--- src/rtl/magic_netlist_executor_if.sv ---
// magic_netlist_executor_if: instruction stream and result handshake bundle
interface magic_netlist_executor_if #(
  parameter int ADDR_W = 5,
  parameter int NUM_WIRES = 32
);
  logic ins_valid;
  logic ins_ready;
  logic [2+3*ADDR_W-1:0] ins_data;
  logic ins_last;
  logic out_valid;
  logic out_ready;
  logic [NUM_WIRES-1:0] out_state;
  modport master (
    output ins_valid, ins_data, ins_last, out_ready,
    input ins_ready, out_valid, out_state
  );
  modport slave (
    input ins_valid, ins_data, ins_last, out_ready,
    output ins_ready, out_valid, out_state
  );
endinterface

--- src/rtl/magic_netlist_executor.sv ---
// magic_netlist_executor: MAGIC NOR/NOT netlist evaluator with explicit INIT/EVAL gate phases
module magic_netlist_executor #(
  parameter int NUM_IN = 5,
  parameter int ADDR_W = 5,
  parameter int NUM_WIRES = 32
) (
  input logic clk,
  input logic rst,
  input logic start,
  input logic [NUM_IN-1:0] in_vec,
  magic_netlist_executor_if.slave bus,
  output logic err,
  output logic busy,
  output logic [15:0] cyc_count
);
  typedef enum logic [2:0] {IDLE, ACCEPT, INIT, EVAL, DONE} state_e;
  localparam logic [ADDR_W:0] LIM = NUM_WIRES[ADDR_W:0];
  state_e state_q, state_d;
  logic [NUM_WIRES-1:0] slots_q, slots_d;
  logic [2+3*ADDR_W-1:0] ins_q, ins_d;
  logic last_q, last_d;
  logic err_q, err_d;
  logic [15:0] cnt_q, cnt_d;
  logic [1:0] op, op_q;
  logic [ADDR_W-1:0] dst, sa, sb, dst_q, sa_q, sb_q;
  logic bad;
  assign {op, dst, sa, sb} = bus.ins_data;
  assign {op_q, dst_q, sa_q, sb_q} = ins_q;
  assign bad = op[1] | ({1'b0, dst} >= LIM) | ({1'b0, sa} >= LIM) | ({1'b0, sb} >= LIM)
             | (dst == sa) | (op[0] & (dst == sb));
  assign bus.ins_ready = state_q == ACCEPT;
  assign bus.out_valid = state_q == DONE;
  assign bus.out_state = slots_q;
  assign err = err_q;
  assign busy = state_q != IDLE;
  assign cyc_count = cnt_q;
  always_comb begin
    state_d = state_q;
    slots_d = slots_q;
    ins_d = ins_q;
    last_d = last_q;
    err_d = err_q;
    cnt_d = (busy && state_q != DONE && cnt_q != 16'hFFFF) ? cnt_q + 16'd1 : cnt_q;
    case (state_q)
      IDLE: if (start) begin
        state_d = ACCEPT;
        slots_d = '0;
        slots_d[NUM_IN-1:0] = in_vec;
        err_d = 1'b0;
        cnt_d = '0;
      end
      ACCEPT: if (bus.ins_valid) begin
        ins_d = bus.ins_data;
        last_d = bus.ins_last;
        err_d = err_q | bad;
        state_d = !bad ? INIT : bus.ins_last ? DONE : ACCEPT;
      end
      INIT: begin
        slots_d[dst_q] = 1'b1;
        state_d = EVAL;
      end
      EVAL: begin
        slots_d[dst_q] = ~(slots_q[sa_q] | (op_q[0] & slots_q[sb_q]));
        state_d = last_q ? DONE : ACCEPT;
      end
      DONE: state_d = bus.out_ready ? IDLE : DONE;
      default: state_d = IDLE;
    endcase
  end
  always_ff @(posedge clk) begin
    if (rst) begin
      state_q <= IDLE;
      slots_q <= '0;
      ins_q <= '0;
      last_q <= 1'b0;
      err_q <= 1'b0;
      cnt_q <= '0;
    end else begin
      state_q <= state_d;
      slots_q <= slots_d;
      ins_q <= ins_d;
      last_q <= last_d;
      err_q <= err_d;
      cnt_q <= cnt_d;
    end
  end
endmodule

--- src/flat_wrapper.sv ---
// flat-port wrapper written by rule: the top's interface ports become plain ports
module magic_netlist_executor_flat 
#(
  parameter int NUM_IN = 5,
  parameter int ADDR_W = 5,
  parameter int NUM_WIRES = 32
)
  (clk, rst, start, in_vec, err, busy, cyc_count, bus_ins_valid, bus_ins_data, bus_ins_last, bus_out_ready, bus_ins_ready, bus_out_valid, bus_out_state);
  magic_netlist_executor_if #(.ADDR_W(ADDR_W), .NUM_WIRES(NUM_WIRES)) bus_i ();
  input logic clk;
  input logic rst;
  input logic start;
  input logic [NUM_IN-1:0] in_vec;
  output logic err;
  output logic busy;
  output logic [15:0] cyc_count;
  input wire logic [$bits(bus_i.ins_valid)-1:0] bus_ins_valid;
  input wire logic [$bits(bus_i.ins_data)-1:0] bus_ins_data;
  input wire logic [$bits(bus_i.ins_last)-1:0] bus_ins_last;
  input wire logic [$bits(bus_i.out_ready)-1:0] bus_out_ready;
  output wire logic [$bits(bus_i.ins_ready)-1:0] bus_ins_ready;
  output wire logic [$bits(bus_i.out_valid)-1:0] bus_out_valid;
  output wire logic [$bits(bus_i.out_state)-1:0] bus_out_state;
  assign bus_i.ins_valid = bus_ins_valid;
  assign bus_i.ins_data = bus_ins_data;
  assign bus_i.ins_last = bus_ins_last;
  assign bus_i.out_ready = bus_out_ready;
  assign bus_ins_ready = bus_i.ins_ready;
  assign bus_out_valid = bus_i.out_valid;
  assign bus_out_state = bus_i.out_state;
  magic_netlist_executor #(.NUM_IN(NUM_IN), .ADDR_W(ADDR_W), .NUM_WIRES(NUM_WIRES)) u_core (.clk(clk), .rst(rst), .start(start), .in_vec(in_vec), .bus(bus_i), .err(err), .busy(busy), .cyc_count(cyc_count));
endmodule
--- config.mk ---
export PLATFORM = sky130hd
export DESIGN_NAME = magic_netlist_executor_flat
export DESIGN_NICKNAME = d
export VERILOG_FILES = /design/src/rtl/magic_netlist_executor_if.sv /design/src/rtl/magic_netlist_executor.sv /design/src/flat_wrapper.sv
export SDC_FILE = /design/constraint.sdc
export NUM_CORES = 1
export LEC_CHECK = 0
export CORE_UTILIZATION = 55
export CTS_CLUSTER_DIAMETER = 80
export DETAILED_ROUTE_END_ITERATION = 10
export MAX_ROUTING_LAYER = met4
export PLACE_DENSITY_LB_ADDON = 0.25
export SYNTH_ARGS = -nofsm -noshare
export SYNTH_HDL_FRONTEND = slang
export SYNTH_SLANG_ARGS = --single-unit
--- constraint.sdc ---
create_clock -name clk -period 4 [get_ports clk]
set_input_delay 0.4 -clock clk [delete_from_list [all_inputs] [get_ports clk]]
set_output_delay 0.4 -clock clk [all_outputs]
set_load 0.02 [all_outputs]
==> metrics.cfg, run 1 <==
[timing]
skew_ns = 0.00738
setup_violations = 0
min_period_ns = 3.23
final_hold_viol_count = 0
rsz0062_at_grt = no
finalCritPeriodShare = 0.807
whs_ns = 0.456
clock.fmax_ghz = 0.310
maxSlewHeadroom = 0.151
drv_slew = 0
timing.setup.tns_ns = 0
tightest_slew_ns = 1.27

[setup_path]
required_ns = 4.28
worstPathArrival_ns = 3.51
r2r_start = u_core.ins_q[0]
ff2ff_setup_slack_ns = 0.77
r2r-end = u_core.bus.out_state[15]
crit_type = reg -> reg
worst_r2r_path_depth = 6
worst-path-max-fanout = 35
start_kind = register
worstSetupEndpointType = register

[place]
gp_congestion = 0.941
dp_hpwl_mm = 7.73
port_buffers = 79

[cts]
cts.sinks = 69
clkLatencyLatePin_ns = 0.34
cts.path.max_buffers = 2
hold_buffers = 0
cts_buffers = 9
cts-htree-levels = 3
tritoncts = done
clockRootBuffer = clkbuf_8
clk_pin_slew_ns = 0.07
cts_resized = 0
postCtsSetupBuffers = 0

[synth]
synth_cells = 433
ys_warn_count = 0
synthDistinctLibCells = 53
synth-seq-cells = 69
synth-edff-count = 0
ys_seq_area_frac = 0.360
synth_ff_type = dfxtp_1
synthesis.area_mm2 = 0.00384
synth_top_area_frac = 0.360
yosysTopAreaCell = dfxtp_1
syn_area_per_cell_um2 = 8.86
synthArstFlopShare = 0
synth_nets = 462
synthTopCellsByArea = dfxtp_1 36%, mux4_2 8.2%, a32o_1 5.5%

[die]
die_x_um = 85.5
rows = 30
dieArea_mm2 = 0.00732
die_h_um = 85.5
ios = 80
start_util = 0.568
core-area_mm2 = 0.00676

[cells_and_area]
final_util = 0.712
nets = 518
drive_gt1_frac = 0.0794
diodes = 0
seqCellArea_mm2 = 0.00138
area_growth_pct = 25.3
multi_input_area_mm2 = 0.00228
layout_commonest_cell = clkdlybuf4s50_1
nFillCells = 524
final_cell_mix = 79 x clkdlybuf4s50_1, 69 x dfxtp_1, 52 x nand2_1, 38 x a21oi_1, 26 x nor2_1

[grt]
grt_start_max_net_pins = 36
grt_pass1_wl_mm = 17.4
first_global_vias = 3454
overflow = 0
antenna_found_initial = 0
grtUsageTotal = 0.316

[drt]
dr.first_iter.drc_count = 539
vias_per_cell = 6.53
ant_nets = 0
wirelength_mm = 10.8
vias = 3728
first_pass_iters = 5
wire_per_inst_um = 18.9
post-route-drc-count = 0

[power_and_ir_drop]
p_leak_nw = 1.55
max-vdd-ir-drop_mv = 0.216
finalPower_mw = 1.58
power_density_mw_per_mm2 = 329

[hold_path]
holdCritStartpoint = u_core.ins_q[15]
hp-class = reg -> reg
min_path_cells = 2
holdPathEnd = u_core.ins_q[15]

[outcome]
status = finished, final reports clean

[run]
drv_cap = 0

[report_power, final]
part	switching, mW	internal (mW)	leakage, nW
Sequential	0.0400	0.709	0.558
Combinational	0.162	0.116	0.897
Clock	0.242	0.311	0.0971
[worst max-delay path, stage by stage (launching register included)]
cell      delay (ns)
dfxtp_1         0.67
mux4_2          0.58
mux2i_1         0.16
nand3b_1        0.08
and4b_1         0.59
nor4_2          0.85
a32o_1          0.24
[registers in the layout, indices dropped and copies added (netlist names)]
| register | flops |
|---|---|
| u_core.bus.out_state | 32 |
| u_core.cyc_count | 16 |
| u_core.last_q | 1 |
| u_core.state_q | 3 |
| u_core.ins_q | 16 |
| u_core.err | 1 |
[synthesized netlist by cell type, types with 6 or more instances]
master	n
xor2_1	9
o2111ai_1	24
nor2_1	26
or3_1	6
xnor2_1	13
a21oi_1	38
inv_1	8
a32o_1	21
mux4_2	14
nor3_1	10
o21ai_0	13
a31oi_1	6
dfxtp_1	69
nor2b_1	6
and2_1	6
nand3_1	6
mux2i_1	7
nand2_1	52
clkbuf_1	34
[routing by layer]
metal  part of all wire  up-vias  GRT usage
li1                   -     1742          -
met1               0.43     1751      0.414
met5                  0        -          -
met4              0.022        0     0.0894
met2               0.46      205      0.485
met3              0.088       30     0.0808
[cell families after synthesis]
group	after synthesis	synth area share
AO/OA/AOI/OAI	119	0.223
XOR/XNOR	22	0.0502
adder cells (fa/ha/maj)	1	0.00326
buffers and inverters	48	0.0489
flip-flops	69	0.360
multiplexers	24	0.109
AND/OR/NAND/NOR	150	0.206
[per-stage QoR]
stage	area [um2]	cells	worst slack, ns
floorplan	3840	433	1.46
global placement	4620	558	0.946
detailed placement	4620	558	0.844
CTS	4810	571	0.822
global route	4810	571	0.605
finish	4810	571	0.771
[cell type report]
cell class | instances | area share
multi-input combinational | 316 | 0.474
tap | 80 | 0.0208
inverter | 9 | 0.00702
clock inverter | 2 | 0.00728
timing repair buffer | 84 | 0.172
sequential | 69 | 0.287
clock buffer | 11 | 0.0315
[worst max-delay path by stage]
stage,start,end,slack (ns),cells past startpoint
after global placement,u_core.ins_q[6],u_core.bus.out_state[18],0.95,7
after global routing,u_core.ins_q[0],u_core.bus.out_state[15],0.61,6
after floorplan,u_core.ins_q[0],u_core.bus.out_state[24],1.46,9
final,u_core.ins_q[0],u_core.bus.out_state[15],0.77,6
after CTS,u_core.ins_q[6],u_core.bus.out_state[10],0.82,7
after detailed placement,u_core.ins_q[6],u_core.bus.out_state[10],0.84,7
(Power assumes the default switching activity.)
==> run 2: changes to the inputs <==
- CORE_UTILIZATION: 55 -> 47
- clock period: 4 -> 2.8 ns (I/O delays scaled with it)
==> run 2 against run 1 <==
Compared with the run above:
- register-to-register slack worse by 0.66 ns
- critical path type unchanged
- first-iteration DRC count fell by 36%
- cell count is 8.4% higher
- setup slack worse by 0.66 ns
- critical path depth increased by 1
- power rose by 51%
- non-clock buffer count increased by 23
- sequential power up 43%
==> metrics.cfg, run 2 (synthesis gave the netlist of run 1 again) <==
[die]
die_h_um = 92.4
ios = 80
dieArea_mm2 = 0.00853
core-area_mm2 = 0.00781
die_x_um = 92.4
start_util = 0.492
rows = 32

[grt]
grt_start_max_net_pins = 36
overflow = 0
antenna_found_initial = 0
grtUsageTotal = 0.275
grt_pass1_wl_mm = 18.0
first_global_vias = 3580

[cells_and_area]
layout_commonest_cell = clkdlybuf4s50_1
stdcell_area_mm2 = 0.00509
multi_input_area_mm2 = 0.00230
drive_gt1_frac = 0.130
final_cell_mix = 79 x clkdlybuf4s50_1, 68 x dfxtp_1, 52 x nand2_1, 38 x a21oi_1, 26 x buf_4
nFillCells = 630
largest_reg_flops = 32
area_growth_pct = 32.5
nets = 542
diodes = 0
seqCellArea_mm2 = 0.00138
final_util = 0.651

[timing]
maxSlewHeadroom = 0.426
fin_ws_ns = 0.111
drv_slew = 0
final_hold_viol_count = 0
whs_ns = 0.472
rsz0062_at_grt = no
tightest_slew_ns = 0.858
finalCritPeriodShare = 0.960
timing.setup.tns_ns = 0
clock.fmax_ghz = 0.372
min_period_ns = 2.69
skew_ns = 0.00609
setup_violations = 0

[power_and_ir_drop]
pwr-share-clk = 0.371
power_density_mw_per_mm2 = 470
max-vdd-ir-drop_mv = 0.386
swShare = 0.281
power.switching_mw = 0.673
seqPwrFrac = 0.447
combPwrFrac = 0.182
p_int_mw = 1.72
p_leak_nw = 1.69

[drt]
first_pass_iters = 5
wirelength_mm = 11.2
vias = 3838
wire_per_inst_um = 18.1
vias_per_cell = 6.20
ant_nets = 0
dr.first_iter.drc_count = 343
post-route-drc-count = 0

[place]
pre_cts_ws_ns = 0.0898
gp_congestion = 0.944
dp_hpwl_mm = 7.96
port_buffers = 79
place_area_mm2 = 0.00485

[cts]
clk_pin_slew_ns = 0.07
cts_buffers = 9
cts.path.max_buffers = 2
cts.sinks = 69
clockRootBuffer = clkbuf_8
cts-htree-levels = 3
clkLatencyLatePin_ns = 0.34
tritoncts = done

[setup_path]
cp_slowest_cell = or4b_1
critPathMostFrequentCell = mux4_2
worstPathArrival_ns = 2.94
path_cells = buf_12, mux4_2, mux4_2, nor2_2, a311oi_2, or4b_1, a21oi_1
r2r_start = u_core.ins_q[6]
required_ns = 3.05
worstSetupEndpointType = register
critPathLaunch = u_core.ins_q[6]
start_kind = register
worst-path-max-fanout = 11
crit_type = reg -> reg
slowest_delay_ns = 0.59

[hold_path]
holdCritStartpoint = u_core.last_q
hp-class = reg -> reg

[run]
drv_cap = 0

[outcome]
status = finished, final reports clean

## run 2: area by class of cell
type                            count  share of cell area
Timing Repair Buffer              107               0.202
Clock buffer                       11              0.0278
Tap cell                          102              0.0251
Multi-Input combinational cell    317               0.453
Sequential cell                    69               0.272
Inverter                            9             0.00664
Clock inverter                      4              0.0143
## run 2: path summary, 6_finish.rpt
path / endpoint / slack (ns) / cells past startpoint
max: u_core.bus.out_state[24] / 0.11 / 7
max reg2reg: u_core.bus.out_state[24] / 0.11 / 7
min: u_core.last_q / 0.47 / 2
min reg2reg: u_core.last_q / 0.47 / 2
## run 2: metal layers
layer	global-route usage	wire length [um]
met4	0.0977	286
met1	0.336	4630
met2	0.441	5370
met3	0.0714	920
met5	-	0
## run 2: worst max-delay path, delay by kind of cell (launching register included)
kind | cells | cell delay (ns)
muxes | 2 | 0.98
AOI/OAI and AO/OA | 2 | 0.30
and+or+nand+nor | 2 | 0.79
buffers and inverters | 1 | 0.15
DFF | 1 | 0.38
## run 2: stage by stage
stage          total power, mW  instances
2_1_floorplan             1.33        433
3_3_place_gp              1.50        603
3_5_place_dp              1.51        603
4_1_cts                   2.39        618
5_1_grt                   2.49        619
6_report                  2.39        619
## run 2: what timing repair did
action | CTS | global route
hold buffers | 0 | 0
gates resized for setup | 0 | 3
endpoints found under the hold margin | 0 | 0
setup buffers | 0 | 0
endpoints found under the setup margin | 0 | 19
## run 2: power by group through the flow
stage / registers [mW] / clock network [mW] / logic, mW
floorplan: 1.07 / 0 / 0.265
global placement: 1.09 / 0 / 0.410
detailed placement: 1.09 / 0 / 0.420
CTS: 1.07 / 0.904 / 0.423
global route: 1.07 / 0.944 / 0.467
finish: 1.07 / 0.887 / 0.436
==> edit 1, RTL diff (config.mk and constraints of run 2) <==
Reset style: asynchronous (`rst`), changed in one clocked block.
--- a/src/rtl/magic_netlist_executor.sv
+++ b/src/rtl/magic_netlist_executor.sv
@@ -67,7 +67,7 @@
       default: state_d = IDLE;
     endcase
   end
-  always_ff @(posedge clk) begin
+  always_ff @(posedge clk or posedge rst) begin
     if (rst) begin
       state_q <= IDLE;
       slots_q <= '0;
Formal check against the unedited RTL: differs if rst is asserted again (counterexample within 4 cycles, from zero or initial values and one cycle with rst high); with rst held inactive, the same outputs for 4 cycles.
==> edit 1 against run 2 <==
  * Sequential cell count did not move
  * Non-clock buffer count fell by 19
  * Maximum frequency rose by 12%
  * Critical endpoint is now u_core.bus.out_state[30]$_DFFE_PP0P_
  * Wire length fell by 5.0%
  * Setup slack improved by 0.30 ns
  * Highest routed layer unchanged
  * Global-route usage fell by 0.77 points
  * Design area fell by 0.22%
  * Largest cell class unchanged
  * First-iteration DRC count fell by 38%
  * Critical path depth fell by 1
  * Area after synthesis rose by 4.1%
Power is not compared: it rests on default switching activity, and its combinational part moved more than twofold at a synthesized area within 25%.
==> edit 1: results (changes against run 2) <==
status: "finished, final reports clean"  # unchanged
holdWs_ns: 0.311  # was 0.472 ns
startpoint: "u_core.ins_q[1]$_DFFE_PP0P_"  # was u_core.ins_q[6]$_SDFFE_PP0P_
clock_area_share_pct: 3.87  # was 4.21%
fin_skew_ns: 0.00873  # was 0.00609 ns
synthArstFlopShare_pct: 100  # was 0%
cp_top_family: "flip-flops"  # was multiplexers
largest_reg_flops: 32  # unchanged
seq_area_share_pct: 34.0  # was 27.2%
cellLeakagePower_uw: 0.00210
nonClockBufferCount: 88  # was 107
place_area_sq_mm: 0.00488  # was 0.00485 sq mm
cp_max_fo: 13  # was 11
syn_nets: 464  # was 462
slowest_stage: "dfrtp_1"  # was or4b_1
root_buffer: "clkbuf_8"  # unchanged
cts.sinks: 69  # unchanged
grt_usage_pct: 26.8  # was 27.5%
gp_congestion: 0.883  # was 0.944
first_global_vias: 3480  # was 3580
arrival_ns: 2.63  # was 2.94 ns
avgSynthCellArea_sq_um: 9.19  # was 8.86 sq um
nets: 537  # was 542
synth_fa_ha_area_share_pct: 0.313  # was 0.326%
multi_input_cells: 337  # was 317
reg2regPathDepth: 6  # was 7
worst_hold_path_type: "primary input to async pin"  # was flip-flop to flip-flop
dp_slack_ns: 0.490  # was 0.0898 ns
rr_endpoint: "u_core.bus.out_state[30]$_DFFE_PP0P_"  # was u_core.bus.out_state[24]$_SDFFE_PP0P_
wl_per_cell_um: 17.2  # was 18.1 um
avgViaCountPerCell: 5.84  # was 6.20
synth_xor_area_share_pct: 5.26  # was 5.02%
nFillCells: 724  # was 630
muxShareOfSynthArea_pct: 9.89  # was 10.9%
relSlewSlack_pct: 55.9  # was 42.6%
max_stage_delay_ns: 0.76  # was 0.59 ns
dp.cells: 602  # was 603
via_count: 3609  # was 3838
drtIter0Drc: 212  # was 343
fin_ws_ns: 0.407  # was 0.111 ns
synth_compound_area_share_pct: 17.3  # was 22.3%
inv_count: 3  # was 9
multi_input_area_sq_mm: 0.00214  # was 0.00230 sq mm
buf_share_pct: 17.2  # was 20.2%
synth_common_cells: "85 x nand2_1, 69 x dfrtp_1, 45 x a21oi_1, 35 x nor2_1, 30 x a211oi_1"  # was 69 x dfxtp_1, 52 x nand2_1, 38 x a21oi_1, 34 x clkbuf_1, 26 x nor2_1
synth.area.top_cells: "dfrtp_1 43%, nand2_1 8.0%, mux2i_1 6.5%"  # was dfxtp_1 36%, mux4_2 8.2%, a32o_1 5.5%
ys_seq_area_share_pct: 43.2  # was 36.0%
stdcell_area_sq_mm: 0.00507  # was 0.00509 sq mm
synthFlopType: "dfrtp_1"  # was dfxtp_1
irDropWorstVdd_uv: 721
drive_gt1_share_pct: 7.80  # was 13.0%
grt_first_pass_wirelength_mm: 17.7  # was 18.0 mm
grt_max_degree: 70  # was 36
n_antenna_cell: 0  # unchanged
yosys.cell_types.count: 43  # was 53
hpwl_mm: 7.84  # was 7.96 mm
rows: 33  # was 32
## edit 1: cell count changes after synthesis, sizes merged, moves of 8 or more
cell and change:
a211oi +30, a21oi +12, a32o -21, clkbuf -16, dfrtp +69, dfxtp -69
mux2i +19, mux4 -8, nand2 +33, nor2 +9, nor3 -8, o2111ai -24
o21ai -14, xor2 +9
## edit 1: layer usage
| layer | vias to the layer above | global-route usage [%] | wire length (um) |
|---|---|---|---|
| met5 | - | - | 0 |
| met1 | 1730 | 35.4 | 4580 |
| met4 | 0 | 9.74 | 260 |
| met2 | 152 | 41.8 | 5190 |
| li1 | 1704 | - | - |
| met3 | 23 | 3.96 | 616 |
## edit 1: report_power, final
| group | total (uW) | switching (uW) | internal, uW |
|---|---|---|---|
| combinational | 2500 | 1450 | 1050 |
| clock | 819 | 405 | 414 |
| sequential | 1770 | 490 | 1280 |
==> edit 2, RTL diff (flow settings as in run 2) <==
Without the edit above. `ADDR_W` is set to 5 in 3 places; all go to 4.
--- a/src/rtl/magic_netlist_executor_if.sv
+++ b/src/rtl/magic_netlist_executor_if.sv
@@ -1,6 +1,6 @@
 // magic_netlist_executor_if: instruction stream and result handshake bundle
 interface magic_netlist_executor_if #(
-  parameter int ADDR_W = 5,
+  parameter int ADDR_W = 4,
   parameter int NUM_WIRES = 32
 );
   logic ins_valid;
--- a/src/rtl/magic_netlist_executor.sv
+++ b/src/rtl/magic_netlist_executor.sv
@@ -1,7 +1,7 @@
 // magic_netlist_executor: MAGIC NOR/NOT netlist evaluator with explicit INIT/EVAL gate phases
 module magic_netlist_executor #(
   parameter int NUM_IN = 5,
-  parameter int ADDR_W = 5,
+  parameter int ADDR_W = 4,
   parameter int NUM_WIRES = 32
 ) (
   input logic clk,
--- a/src/flat_wrapper.sv
+++ b/src/flat_wrapper.sv
@@ -2,7 +2,7 @@
 module magic_netlist_executor_flat 
 #(
   parameter int NUM_IN = 5,
-  parameter int ADDR_W = 5,
+  parameter int ADDR_W = 4,
   parameter int NUM_WIRES = 32
 )
   (clk, rst, start, in_vec, err, busy, cyc_count, bus_ins_valid, bus_ins_data, bus_ins_last, bus_out_ready, bus_ins_ready, bus_out_valid, bus_out_state);
Ports: changed (resized bus_ins_data); port bits go from 80 to 77. The function was not compared with the original's and may differ.
==> edit 2 against run 2 <==
  * Global-route usage is 3.5 points lower
  * Core utilization is 1.3 points higher
  * Design area is 21% lower
  * Setup slack better by 0.53 ns
  * Sequential cell count is 3 lower
  * Worst hold slack worse by 0.013 ns
  * Final cell count is 20% lower
  * Wire length is 34% lower
  * Area after synthesis is 22% lower
  * Highest routed layer unchanged
Power is not compared: it rests on default switching activity, and its combinational part moved more than twofold at a synthesized area within 25%.
==> edit 2: results (changes against run 2) <==
dp_slack_ns: 0.630  # was 0.0898 ns
taps: 75  # was 102
buf_share_pct: 19.5  # was 20.2%
synthToLayoutAreaGrowth_pct: 34.0  # was 32.5%
nets: 443  # was 542
multi_input_cells: 247  # was 317
arrival_ns: 1.88  # was 2.94 ns
cp_max_fo: 12  # was 11
nonClockBufferCount: 79  # was 107
min_path_cells: 1  # was 2
gp_congestion: 0.949  # was 0.944
yosys.cell_types.count: 42  # was 53
cts.sinks: 66  # was 69
met1Wirelength_mm: 3.24  # was 4.63 mm
nFillCells: 497  # was 630
syn_inst: 345  # was 433
multi_input_area_share_pct: 38.4  # was 45.3%
drive_gt1_share_pct: 7.35  # was 13.0%
max_stage_delay_ns: 0.67  # was 0.59 ns
via_count: 2773  # was 3838
status: "finished, final reports clean"  # unchanged
drtIter0Drc: 167  # was 343
synth_common_cells: "66 x dfxtp_1, 40 x nand2_1, 35 x a21oi_1, 34 x nor2_1, 21 x and2_1"  # was 69 x dfxtp_1, 52 x nand2_1, 38 x a21oi_1, 34 x clkbuf_1, 26 x nor2_1
fin_skew_ns: 0.00559  # was 0.00609 ns
wl_met3_um: 433  # was 920 um
synth.area.top_cells: "dfxtp_1 44%, a21oi_1 5.9%, nand2_1 5.0%"  # was dfxtp_1 36%, mux4_2 8.2%, a32o_1 5.5%
grt_max_degree: 26  # was 36
syn_nets: 371  # was 462
grt_usage_pct: 24.0  # was 27.5%
cp_top_family: "buffers and inverters"  # was multiplexers
avgViaCountPerCell: 5.58  # was 6.20
place_area_sq_mm: 0.00378  # was 0.00485 sq mm
[edit 2: cell count changes after synthesis, sizes merged, moves of 5 or more]
cell / run 2 / this run
a22oi: 0 / 6
a32o: 21 / 0
and2: 6 / 21
clkbuf: 34 / 13
inv: 8 / 13
mux4: 14 / 6
nand2: 52 / 40
nor2: 26 / 34
o2111ai: 24 / 5
or3: 6 / 0
or4b: 5 / 0
xnor2: 13 / 3
[edit 2: power breakdown]
| group | internal, uW | leakage (uW) | total, uW | switching [uW] |
|---|---|---|---|---|
| registers | 958 | 0.000534 | 988 | 30.1 |
| clock network | 510 | 0.000110 | 850 | 340 |
| logic | 103 | 0.000788 | 217 | 114 |
[edit 2: worst paths after layout]
path | startpoint | endpoint | slack [ns]
hold / removal | u_core.bus.out_state[20]$_SDFFE_PP0P_ | u_core.bus.out_state[20]$_SDFFE_PP0P_ | 0.46
setup reg to reg | u_core.ins_q[1]$_SDFFE_PP0P_ | u_core.bus.out_state[8]$_SDFFE_PP0P_ | 0.64
setup / recovery | u_core.state_q[0]$_SDFFE_PP0P_ | bus_ins_ready | 0.64
hold reg to reg | u_core.bus.out_state[20]$_SDFFE_PP0P_ | u_core.bus.out_state[20]$_SDFFE_PP0P_ | 0.46
[edit 2: cell families after synthesis]
logic type,count (synthesis),share of synthesized area (%)
DFF,66,44.2
AOI/OAI and AO/OA,80,17.0
xor gates and xnor gates,13,3.81
adders and majority gates,1,0.419
and+or+nand+nor,135,21.6
buffers and inverters,32,4.32
muxes,18,8.59
[edit 2: routing by layer]
metal	GRT usage (%)	up-vias
met3	3.33	18
met2	37.8	112
li1	-	1364
met1	30.7	1279
met5	-	-
met4	10.7	0
